**src/rtl/rx_frame_radar.sv**
```systemverilog
// rx_frame_radar: 7E1 UART receiver plus "AAA,DDD#" frame parser.
// Build option: define RX_PARITY_CHECK_EN to reject characters with bad even parity.
//
// Ports:
//   clock, reset     system clock, synchronous active-high reset
//   entrada_serial   serial line, idle high, already synchronised
//   angulo[11:0]     last valid angle, one BCD-like nibble per digit
//   medida[11:0]     last valid distance, one nibble per character
//   pronto           one-cycle pulse when a valid frame is latched
//   erro             one-cycle pulse when a character/frame is rejected
//   db_dado[6:0]     last received character
//   db_estado[3:0]   receiver state code
module rx_frame_radar #(
    parameter int CLKS_PER_BIT = 434
) (
    input  logic        clock,
    input  logic        reset,
    input  logic        entrada_serial,
    output logic [11:0] angulo,
    output logic [11:0] medida,
    output logic        pronto,
    output logic        erro,
    output logic [6:0]  db_dado,
    output logic [3:0]  db_estado
);

    localparam int CW = $clog2(CLKS_PER_BIT + 1);
    localparam logic [CW-1:0] HALF_M1 = CW'(CLKS_PER_BIT / 2 - 1);
    localparam logic [CW-1:0] FULL_M1 = CW'(CLKS_PER_BIT - 1);
    localparam logic [6:0] HASH  = 7'h23;
    localparam logic [6:0] COMMA = 7'h2C;

    typedef enum logic [2:0] {
        IDLE   = 3'd0,
        START  = 3'd1,
        DATA   = 3'd2,
        PARITY = 3'd3,
        STOP   = 3'd4,
        DONE   = 3'd5
    } state_t;

    state_t        state;
    logic [CW-1:0] cnt;
    logic [2:0]    nbit;
    logic [6:0]    shreg;
    logic          seen_high;
    logic [6:0]    rx_char;
    logic          rx_par_ok;
    logic          rx_stop_ok;
`ifdef RX_PARITY_CHECK_EN
    logic          par_bit;
`endif

    // Character receiver. seen_high blocks a line stuck low after a
    // framing error from re-triggering a start bit.
    always_ff @(posedge clock) begin
        if (reset) begin
            state      <= IDLE;
            cnt        <= '0;
            nbit       <= '0;
            shreg      <= '0;
            seen_high  <= 1'b0;
            rx_char    <= '0;
            rx_par_ok  <= 1'b0;
            rx_stop_ok <= 1'b0;
`ifdef RX_PARITY_CHECK_EN
            par_bit    <= 1'b0;
`endif
        end else begin
            case (state)
                IDLE: begin
                    cnt  <= '0;
                    nbit <= '0;
                    if (entrada_serial)
                        seen_high <= 1'b1;
                    else if (seen_high)
                        state <= START;
                end
                START: begin
                    if (cnt == HALF_M1) begin
                        cnt   <= '0;
                        // High at mid start bit: glitch, not a character.
                        state <= entrada_serial ? IDLE : DATA;
                    end else begin
                        cnt <= cnt + 1'b1;
                    end
                end
                DATA: begin
                    if (cnt == FULL_M1) begin
                        cnt   <= '0;
                        shreg <= {entrada_serial, shreg[6:1]};
                        if (nbit == 3'd6)
                            state <= PARITY;
                        else
                            nbit <= nbit + 1'b1;
                    end else begin
                        cnt <= cnt + 1'b1;
                    end
                end
                PARITY: begin
                    if (cnt == FULL_M1) begin
                        cnt   <= '0;
                        state <= STOP;
`ifdef RX_PARITY_CHECK_EN
                        par_bit <= entrada_serial;
`endif
                    end else begin
                        cnt <= cnt + 1'b1;
                    end
                end
                STOP: begin
                    if (cnt == FULL_M1) begin
                        cnt        <= '0;
                        rx_char    <= shreg;
                        rx_stop_ok <= entrada_serial;
                        seen_high  <= entrada_serial;
`ifdef RX_PARITY_CHECK_EN
                        rx_par_ok  <= ~(^{shreg, par_bit});
`else
                        rx_par_ok  <= 1'b1;
`endif
                        state      <= DONE;
                    end else begin
                        cnt <= cnt + 1'b1;
                    end
                end
                DONE: begin
                    cnt   <= '0;
                    state <= IDLE;
                end
                default: state <= IDLE;
            endcase
        end
    end

    logic [2:0]  idx;
    logic        resync;
    logic [11:0] ang_buf;
    logic [11:0] med_buf;
    logic        char_match;

    always_comb begin
        char_match = 1'b0;
        case (idx)
            3'd0, 3'd1, 3'd2:
                char_match = (rx_char >= 7'h30) && (rx_char <= 7'h39);
            3'd3:
                char_match = (rx_char == COMMA);
            3'd4, 3'd5, 3'd6:
                char_match = (rx_char[6:4] == 3'b011);
            default:
                char_match = (rx_char == HASH);
        endcase
    end

    // Frame parser. Digits are shifted into per-field buffers; a frame
    // that restarts at idx 0 always refills all three nibbles.
    always_ff @(posedge clock) begin
        if (reset) begin
            idx     <= '0;
            resync  <= 1'b1;
            ang_buf <= '0;
            med_buf <= '0;
            angulo  <= '0;
            medida  <= '0;
            pronto  <= 1'b0;
            erro    <= 1'b0;
        end else begin
            pronto <= 1'b0;
            erro   <= 1'b0;
            if (state == DONE) begin
                if (!(rx_par_ok && rx_stop_ok)) begin
                    if (!resync)
                        erro <= 1'b1;
                    resync <= 1'b1;
                    idx    <= '0;
                end else if (resync) begin
                    if (rx_char == HASH) begin
                        resync <= 1'b0;
                        idx    <= '0;
                    end
                end else if (rx_char == HASH) begin
                    // '#' always realigns; only at idx 7 is it a frame.
                    if (idx == 3'd7) begin
                        angulo <= ang_buf;
                        medida <= med_buf;
                        pronto <= 1'b1;
                    end else begin
                        erro <= 1'b1;
                    end
                    idx <= '0;
                end else if (char_match) begin
                    if (idx < 3'd3)
                        ang_buf <= {ang_buf[7:0], rx_char[3:0]};
                    else if (idx > 3'd3)
                        med_buf <= {med_buf[7:0], rx_char[3:0]};
                    idx <= idx + 1'b1;
                end else begin
                    erro   <= 1'b1;
                    resync <= 1'b1;
                    idx    <= '0;
                end
            end
        end
    end

    assign db_dado   = rx_char;
    assign db_estado = {1'b0, state};

endmodule
```
**config.mk**
```make
export PLATFORM = sky130hd
export DESIGN_NAME = rx_frame_radar
export DESIGN_NICKNAME = d
export VERILOG_FILES = /design/src/rtl/rx_frame_radar.sv
export SDC_FILE = /design/constraint.sdc
export NUM_CORES = 1
export LEC_CHECK = 0
export BUFFER_PORTS_ARGS = -buffer_cell sky130_fd_sc_hd__clkbuf_2
export CAP_MARGIN = 20
export CORE_ASPECT_RATIO = 1.1
export CORE_MARGIN = 2
export CORE_UTILIZATION = 50
export DETAILED_ROUTE_END_ITERATION = 10
export GPL_TIMING_DRIVEN = 0
export HOLD_SLACK_MARGIN = 0.03
export PLACE_DENSITY = 0.78
export RECOVER_POWER = 100
export SYNTH_ARGS = -nofsm -noshare
export SYNTH_HDL_FRONTEND = slang
export SYNTH_SLANG_ARGS = --single-unit
```
**constraint.sdc**
```tcl
create_clock -name clock -period 2.3 [get_ports clock]
set_input_delay 0.115 -clock clock [delete_from_list [all_inputs] [get_ports clock]]
set_output_delay 0.115 -clock clock [all_outputs]
set_load 0.01 [all_outputs]
```
==> results of run 1 <==
==> power by group through the flow <==
| stage | clock [uW] | combinational, uW | sequential (uW) |
|---|---|---|---|
| finish | 1210 | 79.4 | 1490 |
| detailed placement | 0 | 79.5 | 1530 |
| floorplan | 0 | 55.2 | 1530 |
| global route | 1290 | 87.6 | 1500 |
| global placement | 0 | 77.3 | 1530 |
| CTS | 1220 | 80.3 | 1490 |
==> metrics by stage <==
stage	instances	area [um^2]	hold WS (ns)
4_1_cts	600	4531	0.07109
2_1_floorplan	439	3979	0.2589
6_report	600	4453	0.08474
5_1_grt	600	4453	0.1121
3_5_place_dp	584	4299	0.4444
3_3_place_gp	584	4299	0.4305
==> final cells by class <==
type                       count  area share [%]
multi-input combinational    310           45.32
sequential                    86           38.66
buffer                        32           3.709
timing repair buffer          37           3.147
clock buffer                  10           3.091
tap                          108           3.035
clock inverter                 6           2.107
inverter                      11          0.9272
==> cells in the final DEF, fill, tap and decap left out, drive strengths merged, types with 12 or more instances in the layout <==
master,n
dfxtp,86
inv,12
nand2b,34
a21oi,47
mux2i,26
o21ai,32
nand3,43
clkbuf,65
nand2,24
buf,14
nor2,12
==> critical path, stage by stage, from the launching register on <==
cell,delay [ns]
dfxtp_1,0.42
inv_1,0.10
ha_1,0.20
or3_1,0.41
o2111a_1,0.21
o211a_1,0.30
buf_6,0.18
mux2i_1,0.13
==> routing by layer <==
metal  global-route usage [%]  up-vias  part of all wire, %
met5                        0        -                    0
met4                    7.922        0                  1.6
met3                    2.974       16                  3.8
met2                    35.19       92                   50
met1                    27.56     1580                   45
li1                         -     1663                    -
==> cells by family (layout without fill, tap and decap cells) <==
logic type	Yosys count	after routing	synth area share, %
DFF	86	86	43.27
and+or+nand+nor	153	153	22.70
xor gates and xnor gates	9	9	1.981
AOI/OAI and AO/OA	110	110	16.54
adders and majority gates	11	11	3.459
buffers and inverters	43	96	5.409
muxes	26	26	6.541
other	1	1	0.09425
==> state kept, by name (all words and copies together), names as in the netlist, 3 cells and up <==
signal / flops
angulo: 12
state: 3
idx: 3
shreg: 7
db_dado: 7
cnt: 9
nbit: 3
ang_buf: 12
med_buf: 12
medida: 12
==> path summary, 6_finish.rpt <==
path | start | end | cells after the start
min | entrada_serial | rx_stop_ok | 3
max | idx[0] | ang_buf[8] | 7
min reg2reg | shreg[0] | shreg[0] | 2
max reg2reg | idx[0] | ang_buf[8] | 7
==> results by stage, run 1 <==
Outcome:
- The flow ran to the end, and the final reports show no timing, DRC or antenna violations.

Floorplan:
- The initialized floorplan defines 34 standard-cell rows.
- The die covers 8688 um^2.
- Measured along the x axis, the die boundary spans 89.06 um.
- The core footprint is 7828 um^2.
- The vertical extent of the die is 97.56 um.
- For this configuration, the core starts out at a cell density of 50.83%.
- The count of pins on the block boundary is 40.

Routing:
- The count of nets left with antenna violations once routing finished came out at 0.
- Summed over all layers, the routed wires come to 8930 um.
- For this run, design rule violations remaining after detail routing come to 0.
- The via density per instance is 5.585.
- The initial detailed-routing violation count is 170.
- The pre-antenna-repair detailed-routing pass consisted of 5 iterations.
- After detailed routing, the average wire length per cell comes to 14.88 um.
- The count of vias placed by the detailed router is 3351.

Worst setup path:
- For the worst setup path, the data required time is 2.55 ns.
- The worst setup path category is flip-flop to flip-flop.
- The critical path startpoint category is a flip-flop.
- The element type at the critical path end is a flip-flop.
- The slack of the worst reg-to-reg path is 0.24 ns.
- The data arrival time of the critical path is 2.31 ns.
- Of all nets on the critical path, the largest fanout is 10.

Power and ir drop:
- In this run switching power makes up 22.18% of total power.
- Cell internal power was estimated by the tool at 2166 uW.
- The worst-case IR drop observed on VDD is 406.0 uV.
- The clock network accounts for 43.5% of the total power.
- In this run, flip-flops and latches consume 53.7% of the power.
- Summed over all cells, the static leakage comes to 0.001506 uW.
- The portion of total power attributed to combinational logic is 2.9%.
- In this run the power density over the cells is 625.1 nW/um^2.
- The analysis attributes to net switching a power of 617.5 uW.
- The design draws 2783 uW.

Finish:
- The growth of design area from synthesis to finish is 11.92%.
- The repair_antennas step left the layout with diodes totalling 0.
- The filler cells instantiated in the layout total 751.
- At the end of the flow the core is filled with cells to 56.89%.
- Cells with a size suffix above 1 make up 8.333% of the layout.
- In the final layout, flip-flops and latches occupy 1722 um^2.
- The net total in the final layout is 501.
- Summing all multi-input logic gate instances after layout gives 2018 um^2.

STA:
- The actual transition at the worst max-transition pin is 0.6814 ns.
- The count of endpoints failing hold in the final timing report is 0.
- The least setup slack across all paths after layout is 0.2360 ns.
- The clock arrives with 0.009022 ns of skew.
- In the finished design, the share of the clock period the worst path needs comes to 89.74%.
- Setup violations remaining at the end of the flow were counted as 0.
- The worst pin sits at a relative slew slack of 54.38%.
- The achievable clock frequency is 484.5 MHz.
- The smallest clock period supported by the final layout is computed as 2.064 ns.
- The number of pins exceeding their max-slew limit in the final report is 0.
- In the final timing run, aggregate negative setup slack is 0 ns.
- Setup repair after global routing left no endpoint under its margin.

Synth:
- The top cell type by total area after synthesis is dfxtp_1.
- The synthesized design contains 0 enable-type register cells.
- The share of flip-flops with an asynchronous set or reset after synthesis is 0%.
- The cell area that synthesis handed to floorplanning was 3979 um^2.
- Sorting the synthesized cells by how often they occur yields dfxtp_1 (86), a21oi_1 (46), nand3_1 (42), nand2b_1 (34), o21ai_0 (31).
- The count of synthesis-stage warnings from yosys is 0.
- In this run the mean area of a mapped cell was 9.063 um^2.
- The number of standard cells after synthesis is 439.
- In the synthesized netlist the dominant register cell turns out to be dfxtp_1.
- The leading cell type by number of instances after synthesis is dfxtp_1.
- After synthesis, the cell types taking the most area are dfxtp_1 (43%), mux2i_1 (6.5%), a21oi_1 (5.8%).
- The number of distinct library cells after synthesis is 58.
- The share of Yosys cell area claimed by the top area cell type is 43.27%.
- The number of nets handed over by synthesis was 453.
- The portion of the post-synthesis area used by sequential elements is 43.27%.
- The synthesized design contains 86 register bits.

Global route:
- The initial antenna violation count is 0.
- Global routing used 21.20% of the available tracks across all layers.
- The number of global-route vias before repair came to 3104.
- For this run the aggregate overflow at the end of global routing stands at 0.
- The global-route wire length before repair is 14720 um.
- Entering global routing, the biggest net connects 16 pins.

Place:
- The placed wire-length estimate after detailed placement is 6367 um.
- Prior to clock tree synthesis, the placed netlist has a worst setup slack of 0.2403 ns.
- The weighted congestion reported at the end of routability-driven placement is 0.8825.
- The count of input and output buffers is 37.

CTS:
- The TritonCTS clock tree is yes.
- No sink is reached through more buffers than the 2 on the longest clock path.
- In this run, post-CTS hold repair placed 0 buffers.
- After clock tree synthesis, the repair step resized 0 gates.
- The clock-pin slew on the worst setup and hold paths is 0.09 ns.
- The tree built by TritonCTS fans out to 86 sinks.
- The source-to-sink clock delay at the later pin of the worst-skew pair is 0.36 ns.
- The count of H-tree levels built during CTS is 3.
- The total clock buffers created by CTS is 9.
- CTS placed an instance of clkbuf_8 at the clock tree root.
- Once the clock tree was built, the setup fixing pass inserted 0 buffers.

Job:
- The tool flagged a number of max-cap violations equal to 0.

Min path:
- The tightest min-delay check is of the primary input to flip-flop type.
No activity file was read; power rests on OpenSTA's default activity.
==> run 2: changes to the inputs <==
==> constraint.sdc (replaced) <==
create_clock -name clock -period 2 [get_ports clock]
set_input_delay 0.1 -clock clock [delete_from_list [all_inputs] [get_ports clock]]
set_output_delay 0.1 -clock clock [all_outputs]
set_load 0.01 [all_outputs]
==> run 2 against run 1 <==
Compared with the run above: clock skew is essentially flat; critical path depth unchanged; wire length increased by 1.6%; non-clock buffer count is 9 higher; maximum frequency grew 5.9%; sequential share of layout area fell by 0.91 points; first-iteration DRC count is 7.1% higher; register-to-register slack got worse by 0.18 ns; global-route usage stayed put; critical endpoint is now med_buf[11]; largest cell class unchanged.
==> results by stage, run 2 (synthesis results as in run 1) <==
Outcome:
- The run finished with clean final reports.

Floorplan:
- The die span in x was 89.06 um (unchanged).
- The area of the die is 8688 um^2 (unchanged).
- The starting density of the core is 50.83% (unchanged).
- The core footprint is 7828 um^2 (unchanged).
- The count of pins on the block boundary is 40 (unchanged).
- The vertical extent of the die is 97.56 um (unchanged).
- The number of cell rows is 34 (unchanged).

Global route:
- The combined global-route utilization of all metal layers is 21.20% (unchanged).
- The overflow left after global routing is 0 (unchanged).
- The global-route wire length before repair is 14720 um (unchanged).
- The number of global-route vias before repair is 3107 (+0.097%).
- The pin count of the biggest net entering global routing is 16 (unchanged).
- The initial antenna violation count came to 0 (unchanged).

Worst setup path:
- The worst setup path is launched from a flip-flop.
- The data arrival time of the critical path is 2.20 ns (-0.11 ns).
- The worst setup path category is flip-flop to flip-flop.
- The data required time of the critical path is 2.25 ns (-0.30 ns).
- The element type at the critical path end is a flip-flop.
- The largest fanout on the critical path was 5 (-5).

Routing:
- The number of nets with antenna violations after detailed routing is 0 (unchanged).
- The detailed-routing iteration count for the pre-antenna-repair pass was 4 (-1).
- The post-detailed-routing wire length was 9072 um (+1.6%).
- The via density per instance came to 5.539 (-0.83%).
- The average wire per cell in the routed design is 14.90 um (about the same).
- The initial detailed-routing violation count was 182 (+7.1%).
- The count of vias placed by the detailed router came to 3373 (+0.66%).
- The residual DRC count came to 0 (unchanged).

STA:
- The least setup slack across all paths after layout is 0.05173 ns (-0.1842 ns).
- The actual transition at the worst max-transition pin is 0.6856 ns (+0.004194 ns).
- The number of pins exceeding their max-slew limit in the final report was 0 (unchanged).
- The total of endpoints with negative setup slack in the final report is 0 (unchanged).
- The worst hold slack is 0.06895 ns (-0.01579 ns).
- The setup TNS after final layout is 0 ns (unchanged).
- The post-route clock period utilization is 97.41% (+7.7 points).
- The headroom to the max-slew limit is 54.29% (-0.081 points).
- The post-route minimum period is 1.948 ns (-0.1158 ns).
- The achievable clock frequency is 513.3 MHz (+5.9%).
- The count of endpoints failing hold in the final timing report is 0 (unchanged).
- The maximum clock skew at final layout is 0.008694 ns (-0.0003282 ns).

CTS:
- The clock-pin slew on the worst setup and hold paths is 0.09 ns (about the same).
- The source-to-sink clock delay at the later pin of the worst-skew pair was 0.36 ns (about the same).
- The root buffer cell is clkbuf_8.
- The total clock buffers created by CTS came to 9 (unchanged).
- The CTS sink count is 86 (unchanged).
- The number of buffers inserted by hold repair at cts was 0 (unchanged).
- The TritonCTS clock tree is yes.
- The count of H-tree levels built during CTS is 3 (unchanged).
- The maximum clock insertion buffer count is 2 (unchanged).

Finish:
- The fraction of final layout cells sized beyond drive strength 1 is 11.38% (+3.0 points).
- The core occupancy in the finished layout was 58.42% (+1.5 points).
- The number of diodes added for antenna fixing was 0 (unchanged).
- The growth of design area from synthesis to finish is 14.94%.
- The library cell used most frequently in the layout, excluding fill and tap cells, is dfxtp_1.
- In the layout the commonest cells are dfxtp_1 (84), clkbuf_1 (54), a21oi_1 (46).
- The net total in the final layout is 510 (+1.8%).

Min path:
- The worst min-delay path class is primary input to flip-flop.

Place:
- The placed wire-length estimate after detailed placement is 6367 um (unchanged).
- The weighted congestion reported at the end of routability-driven placement is 0.8825 (unchanged).
- The worst setup slack before clock tree synthesis is -0.05974 ns (-0.3000 ns).
- The count of input and output buffers is 37 (unchanged).

Power and ir drop:
- The leakage component of the power is 0.001575 uW (+4.5%).
- The peak supply drop is 467.6 uV (+15%).
- The total power divided by cell area is 700.9 nW/um^2 (+12%).

Job:
- The number of violations of the max-capacitance limit is 0 (unchanged).
-- run 2: changes by cell type in the layout (fill, tap and decap cells not counted), sizes merged --
| cell | previous run | this run |
|---|---|---|
| clkbuf | 65 | 66 |
| buf | 14 | 22 |
-- run 2: power breakdown --
group | switching [uW] | internal [uW]
registers | 3.52 | 1710
clock network | 650 | 746
logic | 62.5 | 29.9
total | 716 | 2490
-- run 2: timing repair --
action,4_1_cts,5_1_grt
endpoints found under the setup margin,21,42
gates cloned,0,1
gates resized for setup,2,9
pin swaps,1,2
buffers inserted,1,7
-- run 2: area by class of cell --
class                   count  area (um^2)
fillers                   728         3254
multi-input cells         310         2064
flip-flops and latches     86         1727
repair buffers             46        200.2
plain buffers              32        173.9
clock buffers              10        137.6
well taps                 108        135.1
clock inverters             6        93.84
inverters                  11        41.29
-- run 2: metrics by stage --
stage / instance area [um^2] / power [uW] / cells
2_1_floorplan: 3979 / 1822 / 439
3_3_place_gp: 4299 / 1847 / 584
3_5_place_dp: 4299 / 1850 / 584
4_1_cts: 4541 / 3218 / 601
5_1_grt: 4573 / 3300 / 609
6_report: 4573 / 3205 / 609
-- run 2: final timing paths --
kind | slack, ns | depth (start not counted) | to | from
setup / recovery | 0.05 | 7 | med_buf[11] | idx[0]
hold / removal | 0.07 | 3 | shreg[6] | entrada_serial
setup reg to reg | 0.05 | 7 | med_buf[11] | idx[0]
hold reg to reg | 0.46 | 2 | shreg[0] | shreg[0]
-- run 2: critical path, cell delays in order, from the launching register on --
cell and delay [ns]:
dfxtp_4 0.38, inv_1 0.07, ha_1 0.20, or3_4 0.39
o2111a_1 0.21, o211a_4 0.28, clkbuf_4 0.18, mux2i_1 0.12
-- run 2: layer usage --
layer  up-vias  GRT usage (%)  routed length (um)
met4         0          7.922                 119
li1       1683              -                   -
met3        13          2.974                 349
met2        78          35.19                4586
met1      1599          27.56                4016
met5         -              0                   0
==> run 3: changes to the inputs <==
--- a/config.mk
+++ b/config.mk
@@ -7,7 +7,7 @@
 export LEC_CHECK = 0
 export BUFFER_PORTS_ARGS = -buffer_cell sky130_fd_sc_hd__clkbuf_2
 export CAP_MARGIN = 20
-export CORE_ASPECT_RATIO = 1.1
+export CORE_ASPECT_RATIO = 1.25
 export CORE_MARGIN = 2
 export CORE_UTILIZATION = 50
 export DETAILED_ROUTE_END_ITERATION = 10
==> run 3 against run 2 <==
Compared with the run above: die area barely moved; worst setup slack got worse by 0.013 ns; combinational power fell by 0.8%; flip-flop and latch count did not move; total power fell by 9.5%; clock power fell by 22%; critical endpoint is now med_buf[5]; largest power group unchanged.
==> results by stage, run 3 (synthesis results as in run 1) <==
CTS:
- The CTS sink count is 86 (unchanged).
- The total clock buffers created by CTS is 9 (unchanged).
- The source-to-sink clock delay at the later pin of the worst-skew pair is 0.36 ns (about the same).
- The count of H-tree levels built during CTS is 3 (unchanged).
- In this run the clock root is driven by a clkbuf_8.
- The TritonCTS clock tree is yes.
- The maximum clock insertion buffer count was 2 (unchanged).
- The clock-pin slew on the worst setup and hold paths is 0.09 ns (about the same).

Worst setup path:
- The critical path is of the flip-flop to flip-flop type.
- The critical path startpoint category is a flip-flop.
- The startpoint identified for the worst register-to-register timing path is idx[0].
- The endpoint of the worst-slack reg-to-reg timing path is med_buf[5].
- The data required time of the critical path is 2.25 ns (about the same).
- The critical path depth in cells came to 7 (unchanged).
- The critical path ends at med_buf[5].
- In this run the worst setup path begins at idx[0].
- The number of buffers and inverters on the critical path is 2 (unchanged).
- The cell class contributing the biggest share of worst-path delay is compound AO/OA/AOI/OAI gates.
- The delay of the slowest cell on the worst path is 0.40 ns (about the same).
- STA classifies the critical path endpoint as a flip-flop.
- The largest fanout on the critical path is 10 (+5).
- The number of cell instances on the worst register-to-register path is 7 (unchanged).
- The slack of the worst reg-to-reg path is 0.04 ns (about the same).
- For this design, the slowest cell found on the critical path is or3_4.
- The data arrival time of the critical path is 2.21 ns (about the same).
- Walking the worst path, the cells encountered are inv_1 > ha_1 > or3_4 > o2111a_2 > o211a_1 > buf_8 > mux2i_4.

Finish:
- The number of diodes added for antenna fixing is 0 (unchanged).
- The library cell used most frequently in the layout, excluding fill and tap cells, is dfxtp_1.
- The core occupancy in the finished layout is 58.04% (-0.38 points).
- The fraction of final layout cells sized beyond drive strength 1 is 12.90% (+1.5 points).
- The growth of design area from synthesis to finish is 13.02%.
- Leaving out fill and tap cells, the most frequent cells in the layout are dfxtp_1 (84), clkbuf_1 (48), a21oi_1 (46).
- The net total in the final layout came to 505 (-0.98%).

Min path:
- The min-delay analysis places its worst path in the category primary input to flip-flop.

STA:
- The headroom to the max-slew limit was 58.02% (+3.7 points).
- The count of endpoints failing hold in the final timing report is 0 (unchanged).
- The actual transition at the worst max-transition pin is 0.6296 ns (-0.05595 ns).
- The worst hold slack is 0.06803 ns (-0.0009137 ns).
- The setup TNS after final layout was 0 ns (unchanged).
- The post-route clock period utilization came to 98.06% (+0.64 points).
- The post-route minimum period is 1.961 ns (+0.01288 ns).
- The maximum clock skew at final layout is 0.008611 ns (-0.00008263 ns).
- The achievable clock frequency is 509.9 MHz (-0.66%).
- The total of endpoints with negative setup slack in the final report is 0 (unchanged).
- Setup repair after global routing could not meet its margin everywhere.
- The number of pins exceeding their max-slew limit in the final report is 0 (unchanged).

Global route:
- The overflow left after global routing is 0 (unchanged).
- The initial antenna violation count is 0 (unchanged).
- The combined global-route utilization of all metal layers is 21.59% (+0.39 points).
- The global-route wire length before repair is 15370 um (+4.4%).
- The number of global-route vias before repair came to 3335 (+7.3%).
- The pin count of the biggest net entering global routing is 16 (unchanged).

Power and ir drop:
- The total power divided by cell area is 645.2 nW/um^2 (-7.9%).
- The leakage component of the power is 0.001530 uW (-2.8%).
- The total power draw is 2901 uW (-9.5%).
- The peak supply drop was 412.9 uV (-12%).

Floorplan:
- The area of the die is 8691 um^2 (about the same).
- The core footprint is 7747 um^2 (-1.0%).
- The number of cell rows is 36 (+5.9%).
- The die span in x came to 83.79 um (-5.9%).
- The vertical extent of the die is 103.7 um (+6.3%).
- The count of pins on the block boundary is 40 (unchanged).
- The starting density of the core came to 51.36% (+0.53 points).

Routing:
- The detailed-routing iteration count for the pre-antenna-repair pass is 4 (unchanged).
- The met3 layer wire length in the routed design is 420 um (+20%).
- The average wire per cell in the routed design is 15.56 um (+4.5%).
- The uppermost layer routed is met4.
- The post-detailed-routing wire length is 9197 um (+1.4%).
- The detailed-routing wirelength on met1 is 3682 um (-8.3%).
- The initial detailed-routing violation count is 173 (-4.9%).
- The number of nets with antenna violations after detailed routing is 0 (unchanged).
- The count of vias placed by the detailed router is 3386 (+0.39%).
- The residual DRC count is 0 (unchanged).
- The amount of wire on met2 after detailed routing came to 4877 um (+6.3%).
- The via density per instance is 5.729 (+3.4%).

Place:
- The weighted congestion reported at the end of routability-driven placement is 0.9100 (+3.1%).
- The count of input and output buffers came to 37 (unchanged).
- The placed wire-length estimate after detailed placement is 6606 um (+3.8%).

Job:
- The number of violations of the max-capacitance limit is 0 (unchanged).

Outcome:
- The run finished with clean final reports.
## run 3: changes by cell type in the layout (fill, tap and decap cells not counted), moves of 2 or more
cell,before,now
ha_2,0,2
clkbuf_2,1,5
bufinv_16,2,0
clkbuf_1,54,48
buf_6,5,3
ha_1,11,9
clkinv_2,0,3
## run 3: area by class of cell
class,count,area [um^2]
Clock inverter,7,50.05
Inverter,11,41.29
Multi-Input combinational cell,310,2087
Clock buffer,9,123.9
Sequential cell,86,1727
Timing Repair Buffer,42,182.7
Fill cell,737,3251
Buffer,31,166.4
Tap cell,95,118.9
## run 3: report_power, final
group          switching, uW  internal [uW]
Combinational           61.7           30.0
Clock                    638            455
Sequential              3.10           1710
## run 3: timing repair
item	4_1_cts	5_1_grt
pin swaps	1	1
endpoints found under the setup margin	20	47
gates resized for setup	4	11
setup buffers	1	4
hold buffers	0	0
## run 3: metal layers
| layer | up-vias | global-route usage (%) |
|---|---|---|
| met5 | - | 0 |
| met4 | 0 | 9.677 |
| met1 | 1621 | 24.00 |
| met2 | 74 | 38.74 |
| met3 | 16 | 4.940 |
| li1 | 1675 | - |
## run 3: per-stage QoR
step | instances | area [um^2] | setup slack, ns
final | 591 | 4497 | 0.03885
after global routing | 591 | 4497 | -0.01542
after CTS | 588 | 4476 | 0.02015
after detailed placement | 571 | 4283 | -0.08874
after global placement | 571 | 4283 | -0.05714
after floorplan | 439 | 3979 | 0.1527
## run 3: worst min-delay path: cells and delay by family
family / cells / cell delay, ns
buf+inv: 1 / 0.13
mux: 1 / 0.08
simple gates: 1 / 0.08
## run 3: how the worst min path moves through the flow
| stage | startpoint | to | cells past startpoint |
|---|---|---|---|
| after floorplan | entrada_serial | rx_stop_ok | 2 |
| final | entrada_serial | rx_stop_ok | 3 |
| after global placement | entrada_serial | shreg[6] | 3 |
| after global routing | entrada_serial | rx_stop_ok | 3 |
| after detailed placement | entrada_serial | rx_stop_ok | 3 |
| after CTS | entrada_serial | rx_stop_ok | 3 |
